$ cat config.mk
export PLATFORM = sky130hd
export DESIGN_NAME = thermo_pp_accumulator_flat
export DESIGN_NICKNAME = d
export VERILOG_FILES = /design/src/rtl/thermo_pp_accumulator_if.sv /design/src/rtl/thermo_pp_accumulator.sv /design/src/flat_wrapper.sv
export SDC_FILE = /design/constraint.sdc
export NUM_CORES = 1
export LEC_CHECK = 0
export CORE_MARGIN = 8
export CORE_UTILIZATION = 50
export CTS_CLUSTER_SIZE = 28
export DETAILED_ROUTE_END_ITERATION = 16
export PLACE_DENSITY = 0.85
export SYNTH_ARGS = -nofsm -noshare
export SYNTH_HDL_FRONTEND = slang
export SYNTH_SLANG_ARGS = --single-unit
$ cat constraint.sdc
create_clock -name clk -period 2.65 [get_ports clk]
set_input_delay 0.3975 -clock clk [delete_from_list [all_inputs] [get_ports clk]]
set_output_delay 0.3975 -clock clk [all_outputs]
set_load 0.1 [all_outputs]
$ cat src/rtl/thermo_pp_accumulator_if.sv
// Handshake bundle between the thermometer converter, the accumulator
// and the next adder stage.
interface thermo_pp_accumulator_if #(
  parameter int INPUT_WIDTH = 3,
  parameter int NUM_TERMS   = 8
);
  localparam int THERM_W   = 2**INPUT_WIDTH - 1;
  localparam int ACC_WIDTH = $clog2(NUM_TERMS*THERM_W + 1) + 1;

  logic                        flush;
  logic                        in_valid;
  logic                        in_ready;
  logic [THERM_W-1:0]          therm_in;
  logic                        sign_in;
  logic                        out_valid;
  logic                        out_ready;
  logic signed [ACC_WIDTH-1:0] sum_out;
  logic                        code_err;

  modport master (
    output flush, in_valid, therm_in, sign_in, out_ready,
    input  in_ready, out_valid, sum_out, code_err
  );

  modport slave (
    input  flush, in_valid, therm_in, sign_in, out_ready,
    output in_ready, out_valid, sum_out, code_err
  );
endinterface

$ cat src/rtl/thermo_pp_accumulator.sv
// Sums frames of NUM_TERMS signed thermometer-coded terms and hands the
// two's-complement frame sum downstream over a valid/ready handshake.
module thermo_pp_accumulator #(
  parameter int INPUT_WIDTH = 3,
  parameter int NUM_TERMS   = 8
) (
  input logic                    clk,
  input logic                    rst,
  thermo_pp_accumulator_if.slave bus
);
  localparam int THERM_W   = 2**INPUT_WIDTH - 1;
  localparam int ACC_WIDTH = $clog2(NUM_TERMS*THERM_W + 1) + 1;
  localparam int CNT_W     = $clog2(NUM_TERMS);
  localparam logic [CNT_W-1:0] LAST = CNT_W'(NUM_TERMS - 1);

  typedef enum logic {ACCUM, DONE} state_t;

  state_t                      state_q, state_d;
  logic signed [ACC_WIDTH-1:0] acc_q, acc_d;
  logic signed [ACC_WIDTH-1:0] sum_q, sum_d;
  logic [CNT_W-1:0]            cnt_q, cnt_d;
  logic                        err_q, err_d;
  logic                        cerr_q, cerr_d;

  logic [ACC_WIDTH-1:0]        mag;
  logic signed [ACC_WIDTH-1:0] term;
  logic [THERM_W-1:0]          plus1;
  logic                        illegal;

  // Bubbled codes still count their ones; only the flag records them.
  always_comb begin
    mag = '0;
    for (int i = 0; i < THERM_W; i++) begin
      mag = mag + ACC_WIDTH'(bus.therm_in[i]);
    end
    term    = bus.sign_in ? -$signed(mag) : $signed(mag);
    plus1   = bus.therm_in + THERM_W'(1);
    illegal = |(bus.therm_in & plus1);
  end

  always_comb begin
    state_d = state_q;
    acc_d   = acc_q;
    cnt_d   = cnt_q;
    err_d   = err_q;
    sum_d   = sum_q;
    cerr_d  = cerr_q;
    if (bus.flush) begin
      state_d = ACCUM;
      acc_d   = '0;
      cnt_d   = '0;
      err_d   = 1'b0;
    end else begin
      case (state_q)
        ACCUM: begin
          if (bus.in_valid) begin
            if (cnt_q == LAST) begin
              sum_d   = acc_q + term;
              cerr_d  = err_q | illegal;
              acc_d   = '0;
              cnt_d   = '0;
              err_d   = 1'b0;
              state_d = DONE;
            end else begin
              acc_d = acc_q + term;
              cnt_d = cnt_q + CNT_W'(1);
              err_d = err_q | illegal;
            end
          end
        end
        DONE: begin
          if (bus.out_ready) state_d = ACCUM;
        end
        default: state_d = ACCUM;
      endcase
    end
  end

  always_ff @(posedge clk or posedge rst) begin
    if (rst) begin
      state_q <= ACCUM;
      acc_q   <= '0;
      cnt_q   <= '0;
      err_q   <= 1'b0;
      sum_q   <= '0;
      cerr_q  <= 1'b0;
    end else begin
      state_q <= state_d;
      acc_q   <= acc_d;
      cnt_q   <= cnt_d;
      err_q   <= err_d;
      sum_q   <= sum_d;
      cerr_q  <= cerr_d;
    end
  end

  assign bus.in_ready  = (state_q == ACCUM);
  assign bus.out_valid = (state_q == DONE);
  assign bus.sum_out   = sum_q;
  assign bus.code_err  = cerr_q;
endmodule
$ cat src/flat_wrapper.sv
// flat-port wrapper written by rule: the top's interface ports become plain ports
module thermo_pp_accumulator_flat 
#(
  parameter int INPUT_WIDTH = 3,
  parameter int NUM_TERMS   = 8
)
  (clk, rst, bus_flush, bus_in_valid, bus_therm_in, bus_sign_in, bus_out_ready, bus_in_ready, bus_out_valid, bus_sum_out, bus_code_err);
  thermo_pp_accumulator_if #(.INPUT_WIDTH(INPUT_WIDTH), .NUM_TERMS(NUM_TERMS)) bus_i ();
  input logic clk;
  input logic rst;
  input wire logic [$bits(bus_i.flush)-1:0] bus_flush;
  input wire logic [$bits(bus_i.in_valid)-1:0] bus_in_valid;
  input wire logic [$bits(bus_i.therm_in)-1:0] bus_therm_in;
  input wire logic [$bits(bus_i.sign_in)-1:0] bus_sign_in;
  input wire logic [$bits(bus_i.out_ready)-1:0] bus_out_ready;
  output wire logic [$bits(bus_i.in_ready)-1:0] bus_in_ready;
  output wire logic [$bits(bus_i.out_valid)-1:0] bus_out_valid;
  output wire logic [$bits(bus_i.sum_out)-1:0] bus_sum_out;
  output wire logic [$bits(bus_i.code_err)-1:0] bus_code_err;
  assign bus_i.flush = bus_flush;
  assign bus_i.in_valid = bus_in_valid;
  assign bus_i.therm_in = bus_therm_in;
  assign bus_i.sign_in = bus_sign_in;
  assign bus_i.out_ready = bus_out_ready;
  assign bus_in_ready = bus_i.in_ready;
  assign bus_out_valid = bus_i.out_valid;
  assign bus_sum_out = bus_i.sum_out;
  assign bus_code_err = bus_i.code_err;
  thermo_pp_accumulator #(.INPUT_WIDTH(INPUT_WIDTH), .NUM_TERMS(NUM_TERMS)) u_core (.clk(clk), .rst(rst), .bus(bus_i));
endmodule
==> flow_summary.ini <==
[critical_path]
cp_max_fo = 2
path_common_cell = fa_1
cp.required_ns = 2.84
endpoint_kind = flip-flop
r2r-end = u_core.bus.sum_out[4]
rr_startpoint = u_core.acc_q[0]
regToRegSetupSlack_ns = 0.76
crit_slowest_cell = fa_1
worstPathCellList = buf_8 > inv_8 > ha_4 > fa_1 > fa_1 > inv_1 > ha_2 > fa_1 > inv_2 > ha_4 > nand2_2 > o21ai_2 > inv_2 > fa_2 > nor2b_4 > o21a_1 > nor2_2 > xnor2_2 > mux2_4
cp_data_arrival_time_ns = 4.12
critPathBufInv = 5
cpPeakStageDelay_ns = 0.57
path_depth = 19
cp-start-kind = input pin
critPathKind = input pin to flip-flop
rr_worst_depth = 8
cp_top_family = adder cells

[timing]
fin_skew_ns = 0.00554
worst_pin_slew_ns = 0.757
min_period_ns = 3.93
finalHoldViolations = 0
relSlewSlack = 0.495
timing.final.crit_share = 1.48
rsz0062_at_grt = yes
max_clock_freq_mhz = 254
setup_slack_ns = -1.28
final_max_slew_viol_count = 0
setup_violations = 12

[floorplanning]
start_util = 0.533
die_y_um = 67.6
dieWidth_um = 67.6
io_pins = 23
fp.coreArea_um2 = 2500
die_area_um2 = 4570
rows = 18

[cts]
tritoncts = built
cts-root-buf = clkbuf_4
cts.htree.levels = 1
cts-hold-fix-buffers = 0
clock-sinks = 20
clkTransAtPathRegs_ns = 0.10
clockBufferDepth = 2
insertion_delay_ns = 0.30
numCtsBuffers = 3

[route]
drtPass1Iterations = 4
vias = 1108
avgRoutedWirePerCell_um = 15.4
first_iter_violations = 30
ant_nets = 0
drcViolationCount = 0
finalWirelength_um = 3170
vias_per_cell = 5.40

[final_layout]
multi_input_area_um2 = 937
fillers = 174
layout.cells.non_filler = 205
drive_above_1_share = 0.400
final_common_cell = buf_4
diodes = 0
regArea_um2 = 500
nets = 208
final_area_um2 = 1930
layout_common_cells = 30 x buf_4, 20 x dfrtp_1, 10 x nand2_1, 10 x inv_1, 9 x ha_1
areaGrowthSynthToFinish_pct = 45.2

[synthesis]
async_flop_share = 1.00
synthFlopType = dfrtp_1
ys_seq_elements = 20
synth_cells = 130
ys_seq_area_frac = 0.376
syn_nets = 161
ys_warn_count = 0
synthDistinctLibCells = 37
syn-cell-area_um2 = 1330
synth-edff-count = 0
syn_avg_cell_area_um2 = 10.2

[flow_run]
max_cap_violations = 0

[power]
p_int_uw = 948
power_density_nw_per_um2 = 795
seq_power_share = 0.248
swShare = 0.383
p_switching_uw = 589
power_frac_comb = 0.661
p_leak_uw = 0.000969
peakVddDrop_mv = 0.619
clock_power_share = 0.092

[worst_hold_path]
holdCritPathClass = flip-flop to flip-flop
min_from = u_core.cnt_q[0]
worstHoldEndpoint = u_core.cnt_q[0]
holdPathStages = 1

[placed_design]
place.gp.congestion = 0.834
post-place-cells = 198
place_area_um2 = 1740
hpwl_um = 2380
port_buffers = 22

[status]
violations = setup timing
status = finished with violations

[global_routing]
grt_util_all_layers = 0.147
grt_pass1_vias = 1271
grt_max_degree = 21
antenna_found_initial = 0
gr-total-overflow = 0
grt_first_pass_wirelength_um = 5390
==> routing by layer <==
layer	GRT usage	vias to the layer above	wire (µm)
met5	0	-	0
met1	0.172	544	1380
met2	0.266	21	1640
met3	0.0331	2	138
li1	-	541	-
met4	0.0313	0	16
==> synth_stat cells (2+ instances only) <==
master / count / area share
inv_1: 13 / 0.037
nand2_1: 11 / 0.031
dfrtp_1: 20 / 0.38
o21ai_1: 7 / 0.026
fa_1: 4 / 0.060
a21o_1: 2 / 0.011
a21oi_1: 6 / 0.023
nor2_1: 7 / 0.020
xnor2_1: 5 / 0.033
ha_1: 14 / 0.13
mux2i_1: 3 / 0.023
o21ai_0: 2 / 0.0075
nor2b_1: 2 / 0.0094
a22o_1: 5 / 0.033
nand3_1: 2 / 0.0075
mux2_1: 5 / 0.042
inv_2: 2 / 0.0056
==> power groups by stage <==
stage          Sequential (µW)  Combinational (µW)  Clock, µW
2_1_floorplan              378                 463          0
3_3_place_gp               379                 696          0
3_5_place_dp               382                 725          0
4_1_cts                    376                 781        144
5_1_grt                    386                1100        154
6_report                   381                1020        141
==> flip-flops by register name (all words and copies together) (netlist names) <==
signal / count
u_core.bus.out_valid: 1
u_core.bus.code_err: 1
u_core.err_q: 1
u_core.cnt_q: 3
u_core.acc_q: 7
u_core.bus.sum_out: 7
==> layout make-up <==
| type | count | share of cell area |
|---|---|---|
| Inverter | 15 | 0.0330 |
| Sequential cell | 20 | 0.259 |
| Timing Repair Buffer | 44 | 0.192 |
| Multi-Input combinational cell | 93 | 0.485 |
| Tap cell | 30 | 0.0194 |
| Clock buffer | 3 | 0.0117 |
==> logic make-up (layout without fill, tap and decap cells) <==
family	Yosys count	after routing	synth area share
AOI/OAI and AO/OA	33	33	0.170
xor gates and xnor gates	7	7	0.0564
adders and majority gates	18	18	0.192
buffers and inverters	17	62	0.0489
DFF	20	20	0.376
muxes	8	8	0.0648
and+or+nand+nor	27	27	0.0921
==> through the flow <==
| stage | hold WS [ns] | setup slack, ns | total power [µW] | utilization | setup TNS, ns |
|---|---|---|---|---|---|
| 2_1_floorplan | 0.361 | -1.33 | 840 | - | -13.67 |
| 3_3_place_gp | 0.473 | -2.05 | 1070 | 0.696 | -24.11 |
| 3_5_place_dp | 0.477 | -2.15 | 1110 | 0.696 | -25.11 |
| 4_1_cts | 0.497 | -1.25 | 1300 | 0.723 | -13.15 |
| 6_report | 0.502 | -1.28 | 1540 | 0.773 | -13.39 |
| 5_1_grt | 0.533 | -1.42 | 1640 | 0.773 | -14.69 |
==> worst max path at each step <==
stage | start | end | slack [ns]
4_1_cts | bus_therm_in[0] | u_core.bus.sum_out[5] | -1.25
2_1_floorplan | bus_therm_in[1] | u_core.bus.sum_out[4] | -1.33
3_3_place_gp | bus_therm_in[0] | u_core.bus.sum_out[4] | -2.05
6_report | bus_therm_in[0] | u_core.bus.sum_out[4] | -1.28
5_1_grt | bus_therm_in[0] | u_core.bus.sum_out[6] | -1.42
3_5_place_dp | bus_therm_in[0] | u_core.acc_q[6] | -2.15
==> repair_timing <==
item	in CTS	in global routing
endpoints found under the setup margin	14	12
hold endpoints to repair	0	0
gates cloned	0	0
pin swaps	12	14
buffers inserted	2	3
resized for setup	23	20
(Power assumes the default switching activity.)
